`src/rtl/mem_port_arbiter.sv`:
```
// Serialises inst/data SRAM requests onto one req/gnt/rvalid memory port; data goes first.
// Min 3 stall cycles per request (5 for both); holds mem_req and its fields until gnt, waits unbounded for rvalid.
module mem_port_arbiter #(
  parameter int ADDR_W = 64,
  parameter int DATA_W = 64,
  parameter int WE_W   = 8
) (
  input  logic              clock,
  input  logic              reset,
  input  logic              inst_sram_en,
  input  logic [WE_W-1:0]   inst_sram_we,
  input  logic [ADDR_W-1:0] inst_sram_addr,
  input  logic [DATA_W-1:0] inst_sram_wdata,
  output logic [DATA_W-1:0] inst_sram_rdata,
  input  logic              data_sram_en,
  input  logic [WE_W-1:0]   data_sram_we,
  input  logic [ADDR_W-1:0] data_sram_addr,
  input  logic [DATA_W-1:0] data_sram_wdata,
  output logic [DATA_W-1:0] data_sram_rdata,
  output logic              stallreq,
  output logic              mem_req,
  output logic [WE_W-1:0]   mem_we,
  output logic [ADDR_W-1:0] mem_addr,
  output logic [DATA_W-1:0] mem_wdata,
  input  logic              mem_gnt,
  input  logic              mem_rvalid,
  input  logic [DATA_W-1:0] mem_rdata,
  output logic [63:0]       stall_cycles
);

  localparam logic [2:0] IDLE   = 3'd0;
  localparam logic [2:0] D_REQ  = 3'd1;
  localparam logic [2:0] D_WAIT = 3'd2;
  localparam logic [2:0] I_REQ  = 3'd3;
  localparam logic [2:0] I_WAIT = 3'd4;
  localparam logic [2:0] DONE   = 3'd5;

  logic [2:0] state;
  logic [2:0] next_state;

  always_comb begin
    next_state = state;
    case (state)
      IDLE: begin
        if (data_sram_en)      next_state = D_REQ;
        else if (inst_sram_en) next_state = I_REQ;
      end
      D_REQ:  if (mem_gnt) next_state = D_WAIT;
      D_WAIT: if (mem_rvalid) next_state = inst_sram_en ? I_REQ : DONE;
      I_REQ:  if (mem_gnt) next_state = I_WAIT;
      I_WAIT: if (mem_rvalid) next_state = DONE;
      DONE:   next_state = IDLE;
      default: next_state = IDLE;
    endcase
  end

  // Request fields pass straight through; the pipeline holds them stable while stalled.
  always_comb begin
    mem_req   = 1'b0;
    mem_we    = '0;
    mem_addr  = '0;
    mem_wdata = '0;
    if (state == D_REQ) begin
      mem_req   = 1'b1;
      mem_we    = data_sram_we;
      mem_addr  = data_sram_addr;
      mem_wdata = data_sram_wdata;
    end else if (state == I_REQ) begin
      mem_req   = 1'b1;
      mem_we    = inst_sram_we;
      mem_addr  = inst_sram_addr;
      mem_wdata = inst_sram_wdata;
    end
  end

  always_comb begin
    stallreq = 1'b0;
    case (state)
      IDLE:    stallreq = inst_sram_en | data_sram_en;
      DONE:    stallreq = 1'b0;
      default: stallreq = 1'b1;
    endcase
  end

  always_ff @(posedge clock) begin
    if (reset) begin
      state           <= IDLE;
      inst_sram_rdata <= '0;
      data_sram_rdata <= '0;
      stall_cycles    <= '0;
    end else begin
      state <= next_state;
      if (stallreq) stall_cycles <= stall_cycles + 64'd1;
      // Write acks complete the transaction but never disturb held read data.
      if (state == D_WAIT && mem_rvalid && data_sram_we == '0)
        data_sram_rdata <= mem_rdata;
      if (state == I_WAIT && mem_rvalid && inst_sram_we == '0)
        inst_sram_rdata <= mem_rdata;
    end
  end

endmodule

```
`config.mk`:
```
export PLATFORM = sky130hd
export DESIGN_NAME = mem_port_arbiter
export DESIGN_NICKNAME = d
export VERILOG_FILES = /design/src/rtl/mem_port_arbiter.sv
export SDC_FILE = /design/constraint.sdc
export NUM_CORES = 1
export LEC_CHECK = 0
export BUFFER_PORTS_ARGS = -buffer_cell sky130_fd_sc_hd__buf_2
export CORE_AREA = 3 3 257 259
export DETAILED_ROUTE_END_ITERATION = 7
export DIE_AREA = 0 0 260 262
export PLACE_DENSITY = 0.34
export SYNTH_ARGS = -nofsm -noshare
export SYNTH_HDL_FRONTEND = slang
export SYNTH_SLANG_ARGS = --single-unit
```
`constraint.sdc`:
```
create_clock -name clock -period 5.1 [get_ports clock]
set_input_delay 1.275 -clock clock [delete_from_list [all_inputs] [get_ports clock]]
set_output_delay 1.275 -clock clock [all_outputs]
set_load 0.02 [all_outputs]
```
==> results of run 1 <==
-- cells in the mapped netlist, types with 13 or more instances --
cell,instances,area share [%]
nand2_1,287,11
dfxtp_1,195,40
nor2_1,178,6.8
a21oi_1,171,8.8
mux2i_1,137,14
clkbuf_1,68,2.6
nand4_1,28,1.8
or4_1,27,2.1
o31ai_1,25,1.9
nand3_1,23,1.2
buf_1,18,0.69
o21ai_0,13,0.67
-- layout make-up --
cell class	instances	area (sq um)	area share [%]
inverter	12	45.04	0.3077
clock buffer	19	452.9	3.094
clock inverter	13	135.1	0.9230
tap	855	1070	7.307
antenna	5	12.51	0.08546
timing repair buffer	690	3532	24.13
sequential	195	3908	26.69
multi-input combinational	986	5485	37.47
-- per-layer routing --
| layer | global-route usage [%] | vias to the layer above | part of all wire, % | wire (um) |
|---|---|---|---|---|
| met3 | 4.298 | 68 | 5.9 | 3540 |
| met4 | 9.078 | 0 | 4.9 | 2920 |
| met5 | 0 | - | 0 | 0 |
| li1 | - | 5658 | - | - |
| met2 | 30.47 | 416 | 52 | 31000 |
| met1 | 18.07 | 5330 | 37 | 22360 |
-- stage by stage --
step | total power, mW | worst slack [ns]
2_1_floorplan | 2.039 | 1.521
3_3_place_gp | 2.518 | 1.020
3_5_place_dp | 2.521 | 1.045
4_1_cts | 3.974 | 1.007
5_1_grt | 4.055 | 0.9984
6_report | 3.876 | 1.134
-- path summary, 6_finish.rpt --
kind | startpoint | endpoint | slack (ns) | cells past startpoint
setup / recovery | state[1]$_SDFFE_PP0P_ | mem_wdata[44] | 1.13 | 4
hold reg to reg | inst_sram_rdata[3]$_SDFFE_PP0P_ | inst_sram_rdata[3]$_SDFFE_PP0P_ | 0.45 | 2
setup reg to reg | state[1]$_SDFFE_PP0P_ | stall_cycles[63]$_SDFFE_PP0P_ | 1.93 | 8
hold / removal | inst_sram_rdata[3]$_SDFFE_PP0P_ | inst_sram_rdata[3]$_SDFFE_PP0P_ | 0.45 | 2
-- flip-flops by register name, summed over array words and instances (netlist names) --
register and count:
state 3, inst_sram_rdata 64, stall_cycles 64, data_sram_rdata 64
-- worst reg2reg max path, cell delays in order (launching register included) --
cell and delay (ns):
dfxtp_4 0.86, a21oi_1 0.12, buf_4 0.23, inv_1 0.11, buf_4 0.21, nand3_1 0.49, buf_4 0.40, or4_1 0.51
a21oi_1 0.15
-- power breakdown --
| part | switching (mW) | total [mW] | internal, mW | leakage, nW |
|---|---|---|---|---|
| sequential | 0.0309 | 1.56 | 1.53 | 1.57 |
| clock | 0.736 | 1.42 | 0.680 | 0.294 |
| combinational | 0.586 | 0.902 | 0.316 | 4.51 |
| total | 1.35 | 3.88 | 2.52 | 6.37 |
-- cells by family after synthesis --
| group | synth area share (%) |
|---|---|
| AND/OR/NAND/NOR | 27.66 |
| AO/OA/AOI/OAI | 11.53 |
| flip-flops | 39.97 |
| multiplexers | 14.85 |
| buffers and inverters | 4.074 |
| XOR/XNOR | 1.793 |
| adder cells (fa/ha/maj) | 0.1281 |
==> insert_results.sql, run 1 <==
INSERT INTO impl_metrics (metric_group, metric, value, unit) VALUES
('cells_and_area', 'mostFrequentLayoutCells', 'buf_2 (670), nand2_1 (287), dfxtp_1 (194)', ''),
('sta', 'worstMarginPinSlew', '1.133', 'ns'),
('floorplan', 'die_area', '0.06812', 'sq mm'),
('flow_run', 'maxCapViolations', '0', ''),
('clock_tree', 'numCtsBuffers', '17', ''),
('setup_path', 'worstSetupEndpointType', 'primary output', ''),
('routing', 'first_pass_iters', '5', ''),
('global_routing', 'via_count_of_the_first_global_routing_pass', '11450', ''),
('global_routing', 'gr-usage-all-layers', '16.89', '%'),
('global_routing', 'grt_remaining_overflow', '0', ''),
('sta', 'finalClockSkew', '0.01681', 'ns'),
('synthesis', 'syn-num-nets', '1628', ''),
('cells_and_area', 'fin_cells', '2775', ''),
('sta', 'final.period_utilization', '77.76', '%'),
('setup_path', 'crit_path_max_incr_delay', '0.86', 'ns'),
('sta', 'max_slew_margin', '23.39', '%'),
('clock_tree', 'cts.repair.resized', '0', ''),
('floorplan', 'total_i_o_pin_count', '672', ''),
('synthesis', 'avgSynthCellArea', '7.601', 'sq um'),
('routing', 'detail_route.vias_per_cell', '4.134', ''),
('synthesis', 'synth_enable_flop_cells', '0', ''),
('placement', 'dp.final_hpwl', '48730', 'um'),
('routing', 'wl', '59820', 'um'),
('cells_and_area', 'drive_above_1_share', '38.80', '%'),
('floorplan', 'chipWidth', '260', 'um'),
('global_routing', 'maximum_number_of_pins_on_one_net_before_global_route_repair', '103', ''),
('cells_and_area', 'core_occupancy_in_the_finished_layout', '22.83', '%'),
('clock_tree', 'postCtsHoldBufs', '0', ''),
('placement', 'dpl.cell_count', '2738', ''),
('global_routing', 'wire_length_of_the_first_global_routing_pass', '82460', 'um'),
('placement', 'placed_cell_area', '0.01404', 'sq mm'),
('clock_tree', 'cts_setup_buffers', '0', ''),
('synthesis', 'post_synthesis_instance_area', '0.009767', 'sq mm'),
('placement', 'place.gp.congestion', '0.8748', ''),
('cells_and_area', 'areaGrowthSynthToFinish', '49.90', '%'),
('routing', 'drt_drc_violations_left', '0', ''),
('status', 'run_status', 'finished clean', ''),
('sta', 'max_freq', '252.2', 'MHz'),
('floorplan', 'dieHeight', '262', 'um'),
('power', 'irDropWorstVdd', '0.1820', 'mV'),
('setup_path', 'startpoint_type', 'flip-flop', ''),
('setup_path', 'cp_cell_sequence', 'buf_4, mux2i_1, nor2_1, buf_2', ''),
('routing', 'routed_wire_length_per_instance', '21.56', 'um'),
('placement', 'number_of_buffers_added_on_ports', '671', ''),
('setup_path', 'crit_family', 'flip-flops', ''),
('worst_hold_path', 'hold_path.class', 'flip-flop to flip-flop', ''),
('cells_and_area', 'stdcell_area', '0.01464', 'sq mm'),
('setup_path', 'worstSetupPathType', 'flip-flop to primary output', ''),
('power', 'power_per_cell_area', '264.8', 'mW/mm^2'),
('sta', 'final_max_slew_viol_count', '0', ''),
('sta', 'setup_tns', '0', 'ns'),
('sta', 'setup_viol_count_final', '0', ''),
('synthesis', 'share_of_flip_flops_with_an_asynchronous_set_or_reset', '0', '%'),
('power', 'power_leakage', '6.373', 'nW'),
('clock_tree', 'ctsRootBufferMaster', 'clkbuf_16', ''),
('setup_path', 'critical_path.max_fanout', '44', ''),
('floorplan', 'cell_row_count', '93', ''),
('setup_path', 'critical_path_cell_with_the_highest_stage_delay', 'dfxtp_4', ''),
('cells_and_area', 'commonest_non_fill_non_tap_cell_in_the_layout', 'buf_2', ''),
('setup_path', 'worst_ep_arrival_time', '2.69', 'ns'),
('clock_tree', 'cts.sinks', '195', ''),
('synthesis', 'yosysWarnings', '0', ''),
('cells_and_area', 'fin_nets', '2245', ''),
('clock_tree', 'clk_latency', '0.48', 'ns'),
('synthesis', 'synth_cell_type_count', '38', ''),
('synthesis', 'postSynth.topFlopCell', 'dfxtp_1', ''),
('clock_tree', 'clock_pin_slew_on_the_worst_setup_and_hold_paths', '0.08', 'ns'),
('setup_path', 'worst_endpoint_required_time', '3.83', 'ns'),
('cells_and_area', 'final.fill_count', '7318', ''),
('setup_path', 'worstPathBufferInverterCount', '2', ''),
('floorplan', 'design.core.area', '0.06412', 'sq mm');
(Power assumes the default switching activity.)
==> run 2: changes to the inputs <==
- clock period: 5.1 -> 3.8 ns (I/O delays scaled with it)
==> run 2 against run 1 <==
Against the previous run:
- wire length barely moved
- sequential share of layout area fell by 0.55 points
- design area rose by 2.1%
- critical path depth rose by 1
- highest routed layer unchanged
- combinational power rose by 40%
- worst setup slack got worse by 0.76 ns
- global-route usage fell by 0.096 points
- largest power group unchanged
- non-clock buffer count rose by 23
- via count rose by 1.3%
- first-iteration DRC count fell by 4.8%
- total power rose by 38%
==> insert_results.sql, run 2 (synthesis gave the netlist of run 1 again) <==
INSERT INTO impl_metrics (metric_group, metric, value, unit) VALUES
('sta', 'unrepaired_setup_endpoints_after_global_routing', 'no', ''),
('sta', 'finalClockSkew', '0.02086', 'ns'),
('cells_and_area', 'multiInputGateArea', '0.005492', 'sq mm'),
('cells_and_area', 'drive_above_1_share', '39.49', '%'),
('clock_tree', 'cts.sinks', '195', ''),
('global_routing', 'wire_length_of_the_first_global_routing_pass', '81740', 'um'),
('floorplan', 'design.core.area', '0.06412', 'sq mm'),
('setup_path', 'startpoint_type', 'flip-flop', ''),
('flow_run', 'maxCapViolations', '0', ''),
('sta', 'final.period_utilization', '90.18', '%'),
('clock_tree', 'clk_latency', '0.49', 'ns'),
('worst_hold_path', 'hold_depth', '2', ''),
('floorplan', 'dieHeight', '262', 'um'),
('floorplan', 'chipWidth', '260', 'um'),
('worst_hold_path', 'min_to', 'inst_sram_rdata[37]$_SDFFE_PP0P_', ''),
('power', 'power_leakage', '6.529', 'nW'),
('clock_tree', 'postCtsHoldBufs', '0', ''),
('floorplan', 'cell_row_count', '93', ''),
('power', 'post-layout-total-power', '5.339', 'mW'),
('cells_and_area', 'sequential_cell_area', '0.003908', 'sq mm'),
('cells_and_area', 'mostFrequentLayoutCells', 'buf_2 (670), nand2_1 (287), dfxtp_1 (194)', ''),
('sta', 'worstMarginPinSlew', '0.8638', 'ns'),
('sta', 'final_max_slew_viol_count', '0', ''),
('power', 'irDropWorstVdd', '0.2470', 'mV'),
('clock_tree', 'numCtsBuffers', '17', ''),
('routing', 'detail_route.vias_per_cell', '4.155', ''),
('setup_path', 'worst_ep_arrival_time', '2.48', 'ns'),
('sta', 'final_hold_viol_count', '0', ''),
('sta', 'max_freq', '291.8', 'MHz'),
('clock_tree', 'cts_tree', 'done', ''),
('cells_and_area', 'final.fill_count', '7230', ''),
('routing', 'dr.first_iter.drc_count', '557', ''),
('clock_tree', 'ctsRootBufferMaster', 'clkbuf_16', ''),
('power', 'intPower', '3.542', 'mW'),
('clock_tree', 'clock_pin_slew_on_the_worst_setup_and_hold_paths', '0.07', 'ns'),
('clock_tree', 'cts.repair.resized', '0', ''),
('setup_path', 'worst_endpoint_required_time', '2.85', 'ns'),
('status', 'run_status', 'finished clean', ''),
('floorplan', 'start_util', '15.23', '%'),
('routing', 'drt_drc_violations_left', '0', ''),
('global_routing', 'grt_remaining_overflow', '0', ''),
('routing', 'detailroute.via_count', '11630', ''),
('global_routing', 'maximum_number_of_pins_on_one_net_before_global_route_repair', '70', ''),
('setup_path', 'r2r_end', 'stall_cycles[40]$_SDFFE_PP0P_', ''),
('sta', 'setup_tns', '0', 'ns'),
('cells_and_area', 'largest_registers', 'data_sram_rdata: 64 flops, inst_sram_rdata: 64 flops, stall_cycles: 64 flops', ''),
('clock_tree', 'cts.path.max_buffers', '2', ''),
('sta', 'max_slew_margin', '41.93', '%'),
('routing', 'wl', '59870', 'um'),
('power', 'power_switching', '1.797', 'mW'),
('placement', 'dp.final_hpwl', '48950', 'um'),
('sta', 'timing.final.crit_period', '3.427', 'ns'),
('placement', 'number_of_buffers_added_on_ports', '671', ''),
('global_routing', 'gr-usage-all-layers', '16.79', '%'),
('setup_path', 'timing.reg2reg.worst_path_depth', '6', ''),
('cells_and_area', 'fin_nets', '2268', ''),
('routing', 'routed_wire_length_per_instance', '21.40', 'um'),
('worst_hold_path', 'hold_path.class', 'flip-flop to flip-flop', ''),
('setup_path', 'worstSetupPathType', 'flip-flop to primary output', ''),
('power', 'pwr-share-comb', '23.6', '%'),
('floorplan', 'total_i_o_pin_count', '672', ''),
('worst_hold_path', 'timing.hold.worst.start', 'inst_sram_rdata[37]$_SDFFE_PP0P_', ''),
('power', 'power.switching_fraction', '33.65', '%'),
('placement', 'place.gp.congestion', '0.8695', ''),
('sta', 'setup_viol_count_final', '0', ''),
('routing', 'first_pass_iters', '4', ''),
('clock_tree', 'h-tree-depth', '4', ''),
('power', 'power_per_cell_area', '357.2', 'mW/mm^2'),
('power', 'clkPwrFrac', '37.3', '%'),
('global_routing', 'via_count_of_the_first_global_routing_pass', '11390', ''),
('cells_and_area', 'commonest_non_fill_non_tap_cell_in_the_layout', 'buf_2', ''),
('setup_path', 'timing.rr.start', 'stall_cycles[1]$_SDFFE_PP0P_', ''),
('clock_tree', 'cts_setup_buffers', '0', ''),
('setup_path', 'worstSetupEndpointType', 'primary output', ''),
('cells_and_area', 'areaGrowthSynthToFinish', '53.04', '%'),
('setup_path', 'critical_path.max_fanout', '38', ''),
('floorplan', 'die_area', '0.06812', 'sq mm'),
('power', 'sequentialPowerShare', '39.0', '%'),
('routing', 'antenna_left', '0', ''),
('setup_path', 'ff2ff_setup_slack', '1.03', 'ns'),
('global_routing', 'grt_antenna_before_repair', '8', '');
-- run 2: cell count changes in the layout (fill, tap and decap cells not counted) --
| cell | delta |
|---|---|
| clkinv_8 | -1 |
| clkbuf_1 | +1 |
| buf_12 | +8 |
| clkinv_2 | -3 |
| buf_4 | +15 |
| nor4b_1 | -1 |
| inv_12 | -1 |
| nor4b_2 | +1 |
| bufinv_16 | +2 |
| inv_6 | +1 |
| diode_2 | +1 |
-- run 2: worst max-delay path: stages (launching register included) --
cell and delay [ns]:
dfxtp_4 0.65, buf_12 0.31, mux2i_1 0.50, buf_4 0.21
nor2_1 0.07, buf_2 0.19
-- run 2: final cells by class --
cell class | instances | share of cell area [%]
multi-input combinational | 986 | 36.74
tap | 855 | 7.157
clock inverter | 11 | 1.046
clock buffer | 20 | 3.055
inverter | 12 | 0.3014
antenna | 6 | 0.1005
sequential | 195 | 26.14
timing repair buffer | 713 | 25.46
-- run 2: worst max-delay path by stage --
stage | from | slack (ns) | to
after floorplan | inst_sram_en | 0.87 | stallreq
after global placement | inst_sram_en | 0.68 | stallreq
after detailed placement | inst_sram_en | 0.68 | stallreq
after CTS | state[1]$_SDFFE_PP0P_ | 0.16 | mem_wdata[28]
after global routing | state[1]$_SDFFE_PP0P_ | 0.18 | mem_wdata[28]
final | state[1]$_SDFFE_PP0P_ | 0.37 | mem_wdata[28]
-- run 2: per-layer routing --
layer	GRT usage, %	vias to the layer above	wire length, um
met3	4.568	71	4005
met1	17.85	5394	21790
li1	-	5707	-
met5	0	-	0
met2	30.56	453	31420
met4	8.315	0	2650
-- run 2: metrics by stage --
stage,setup slack (ns),hold WS [ns],instance area (sq um),std cells,utilization (%)
2_1_floorplan,0.8710,0.5345,9767,1285,-
3_3_place_gp,0.6827,0.4400,14320,2761,22.33
3_5_place_dp,0.6753,0.4430,14320,2761,22.33
4_1_cts,0.1601,0.4548,14930,2792,23.29
5_1_grt,0.1793,0.4713,14940,2796,23.30
6_report,0.3733,0.4530,14950,2798,23.31
-- run 2: power by group through the flow --
stage          sequential [mW]  combinational, mW  clock (mW)
3_3_place_gp              2.13               1.29           0
4_1_cts                   2.09               1.29        2.09
6_report                  2.08               1.26        1.99
5_1_grt                   2.09               1.34        2.16
3_5_place_dp              2.13               1.29           0
2_1_floorplan             2.11              0.626           0
==> run 3: changes to the inputs <==
- CORE_AREA: 3 3 257 259 -> 3 3 264 266
- DIE_AREA: 0 0 260 262 -> 0 0 267 269
- PLACE_DENSITY: 0.34 -> 0.32
==> run 3 against run 2 <==
Against the previous run:
- combinational power down 3%
- register-to-register slack lost 0.18 ns
- critical path depth unchanged
- core utilization is 1.2 points lower
- total power shrank 1.7%
- non-clock buffer count shrank 4
- sequential power about the same
- count of clock-buffer cells in the layout is 2 lower
- largest power group unchanged
==> insert_results.sql, run 3 (synthesis gave the netlist of run 1 again) <==
INSERT INTO impl_metrics (metric_group, metric, value, unit) VALUES
('floorplan', 'chipWidth', '267', 'um'),
('routing', 'detail_route.vias_per_cell', '4.147', ''),
('worst_hold_path', 'hold_depth', '2', ''),
('cells_and_area', 'areaGrowthSynthToFinish', '52.46', '%'),
('power', 'irDropWorstVdd', '0.1806', 'mV'),
('worst_hold_path', 'timing.hold.worst.start', 'inst_sram_rdata[50]$_SDFFE_PP0P_', ''),
('worst_hold_path', 'hold_path.class', 'flip-flop to flip-flop', ''),
('cells_and_area', 'fin_nets', '2264', ''),
('setup_path', 'crit_family', 'buffers and inverters', ''),
('cells_and_area', 'drive_above_1_share', '39.35', '%'),
('status', 'run_status', 'finished clean', ''),
('setup_path', 'cpMostUsedCell', 'buf_4', ''),
('sta', 'final_hold_viol_count', '0', ''),
('setup_path', 'worstSetupEndpointType', 'primary output', ''),
('global_routing', 'grt_remaining_overflow', '0', ''),
('clock_tree', 'clk_latency', '0.48', 'ns'),
('setup_path', 'timing.rr.start', 'stall_cycles[0]$_SDFFE_PP0P_', ''),
('placement', 'placed_cell_area', '0.01429', 'sq mm'),
('power', 'power_leakage', '6.493', 'nW'),
('floorplan', 'dieHeight', '269', 'um'),
('setup_path', 'worstSetupPathType', 'flip-flop to primary output', ''),
('sta', 'max_slew_margin', '37.88', '%'),
('sta', 'finalClockSkew', '0.01398', 'ns'),
('floorplan', 'start_util', '14.52', '%'),
('setup_path', 'crit_path_max_incr_delay', '0.58', 'ns'),
('clock_tree', 'clock_pin_slew_on_the_worst_setup_and_hold_paths', '0.08', 'ns'),
('clock_tree', 'cts.path.max_buffers', '2', ''),
('sta', 'max_freq', '290.3', 'MHz'),
('routing', 'wl', '61080', 'um'),
('routing', 'detailroute.via_count', '11650', ''),
('routing', 'drt_drc_violations_left', '0', ''),
('cells_and_area', 'stdcell_area', '0.01489', 'sq mm'),
('cells_and_area', 'largest_registers', 'data_sram_rdata: 64 flops, inst_sram_rdata: 64 flops, stall_cycles: 64 flops', ''),
('routing', 'routed_wire_length_per_instance', '21.74', 'um'),
('placement', 'place.gp.congestion', '0.9082', ''),
('floorplan', 'cell_row_count', '95', ''),
('clock_tree', 'ctsRootBufferMaster', 'clkbuf_16', ''),
('cells_and_area', 'multiInputGateArea', '0.005485', 'sq mm'),
('cells_and_area', 'mostFrequentLayoutCells', 'buf_2 (670), nand2_1 (287), dfxtp_1 (194)', ''),
('setup_path', 'critical_path.max_fanout', '39', ''),
('global_routing', 'gr-usage-all-layers', '16.32', '%'),
('global_routing', 'via_count_of_the_first_global_routing_pass', '11490', ''),
('clock_tree', 'cts.repair.resized', '0', ''),
('global_routing', 'grt_antenna_before_repair', '11', ''),
('setup_path', 'timing.reg2reg.worst_path_depth', '6', ''),
('floorplan', 'total_i_o_pin_count', '672', ''),
('routing', 'antenna_left', '0', ''),
('setup_path', 'worst_ep_arrival_time', '2.50', 'ns'),
('cells_and_area', 'commonest_non_fill_non_tap_cell_in_the_layout', 'buf_2', ''),
('routing', 'first_pass_iters', '5', ''),
('flow_run', 'maxCapViolations', '0', ''),
('setup_path', 'worst_endpoint_required_time', '2.85', 'ns'),
('setup_path', 'r2r_end', 'stall_cycles[40]$_SDFFE_PP0P_', ''),
('clock_tree', 'cts.sinks', '195', ''),
('setup_path', 'timing.critical_path.depth', '5', ''),
('setup_path', 'ff2ff_setup_slack', '0.85', 'ns'),
('placement', 'number_of_buffers_added_on_ports', '671', ''),
('clock_tree', 'cts_setup_buffers', '0', ''),
('sta', 'setup_tns', '0', 'ns'),
('setup_path', 'startpoint_type', 'flip-flop', ''),
('routing', 'dr.first_iter.drc_count', '617', ''),
('sta', 'final_max_slew_viol_count', '0', ''),
('clock_tree', 'numCtsBuffers', '17', ''),
('sta', 'worstMarginPinSlew', '0.9241', 'ns'),
('sta', 'timing.final.crit_period', '3.445', 'ns'),
('placement', 'dp.final_hpwl', '50580', 'um'),
('sta', 'setup_viol_count_final', '0', ''),
('worst_hold_path', 'min_to', 'inst_sram_rdata[50]$_SDFFE_PP0P_', ''),
('floorplan', 'design.core.area', '0.06728', 'sq mm'),
('setup_path', 'worstPathBufferInverterCount', '3', ''),
('clock_tree', 'postCtsHoldBufs', '0', ''),
('power', 'power_per_cell_area', '352.5', 'mW/mm^2'),
('floorplan', 'die_area', '0.07182', 'sq mm'),
('setup_path', 'critical_path_cell_with_the_highest_stage_delay', 'dfxtp_1', ''),
('global_routing', 'wire_length_of_the_first_global_routing_pass', '83770', 'um'),
('setup_path', 'cp_cell_sequence', 'nand2b_4, buf_4, nor2_1, buf_4, buf_2', ''),
('sta', 'final.period_utilization', '90.66', '%'),
('clock_tree', 'cts_tree', 'done', ''),
('sta', 'unrepaired_setup_endpoints_after_global_routing', 'no', ''),
('clock_tree', 'h-tree-depth', '4', ''),
('global_routing', 'maximum_number_of_pins_on_one_net_before_global_route_repair', '80', ''),
('cells_and_area', 'final.fill_count', '7632', ''),
('cells_and_area', 'sequential_cell_area', '0.003908', 'sq mm');
[run 3: through the flow]
stage / worst slack (ns) / hold WS [ns] / cells / utilization [%] / total power [mW]
after global placement: 0.3636 / 0.4399 / 2775 / 21.24 / 3.377
after detailed placement: 0.3541 / 0.4435 / 2775 / 21.24 / 3.379
after global routing: 0.1231 / 0.4749 / 2808 / 22.13 / 5.496
after floorplan: 0.8710 / 0.5345 / 1285 / - / 2.737
final: 0.3548 / 0.4537 / 2809 / 22.13 / 5.248
after CTS: 0.2201 / 0.4536 / 2807 / 22.13 / 5.379
[run 3: cell type report]
class | instances | area share (%)
antenna | 2 | 0.03361
clock buffer | 18 | 2.882
clock inverter | 14 | 1.101
inverter | 12 | 0.3025
multi-input combinational | 986 | 36.84
sequential | 195 | 26.24
tap | 873 | 7.336
timing repair buffer | 709 | 25.27
[run 3: per-layer routing]
layer	vias to the layer above	routed length (um)	part of all wire, %	GRT usage, %
met1	5502	24130	40	18.44
met5	-	11	0.018	0
met2	399	30310	50	28.43
met4	2	3161	5.2	9.040
met3	64	3464	5.7	3.851
li1	5681	-	-	-
[run 3: how the worst max path moves through the flow]
| stage | from | to | slack, ns |
|---|---|---|---|
| global placement | mem_rvalid | inst_sram_rdata[20]$_SDFFE_PP0P_ | 0.36 |
| detailed placement | mem_rvalid | inst_sram_rdata[34]$_SDFFE_PP0P_ | 0.35 |
| CTS | state[2]$_SDFFE_PP0P_ | mem_wdata[52] | 0.22 |
| finish | state[2]$_SDFFE_PP0P_ | mem_wdata[52] | 0.35 |
| floorplan | inst_sram_en | stallreq | 0.87 |
| global route | state[2]$_SDFFE_PP0P_ | mem_wdata[52] | 0.12 |
[run 3: power breakdown]
part           total, mW  internal [mW]  leakage (nW)  switching, mW
Clock               1.94          0.993         0.292          0.949
Combinational       1.22          0.441          4.63          0.782
Sequential          2.08           2.05          1.57         0.0344
Total               5.25           3.48          6.49           1.76
[run 3: worst reg2reg max path, delay by kind of cell (launching register included)]
family                     cells  cell delay, ns
and+or+nand+nor                4            1.98
DFF                            1            0.46
AOI/OAI and AO/OA              1            0.15
adders and majority gates      1            0.28
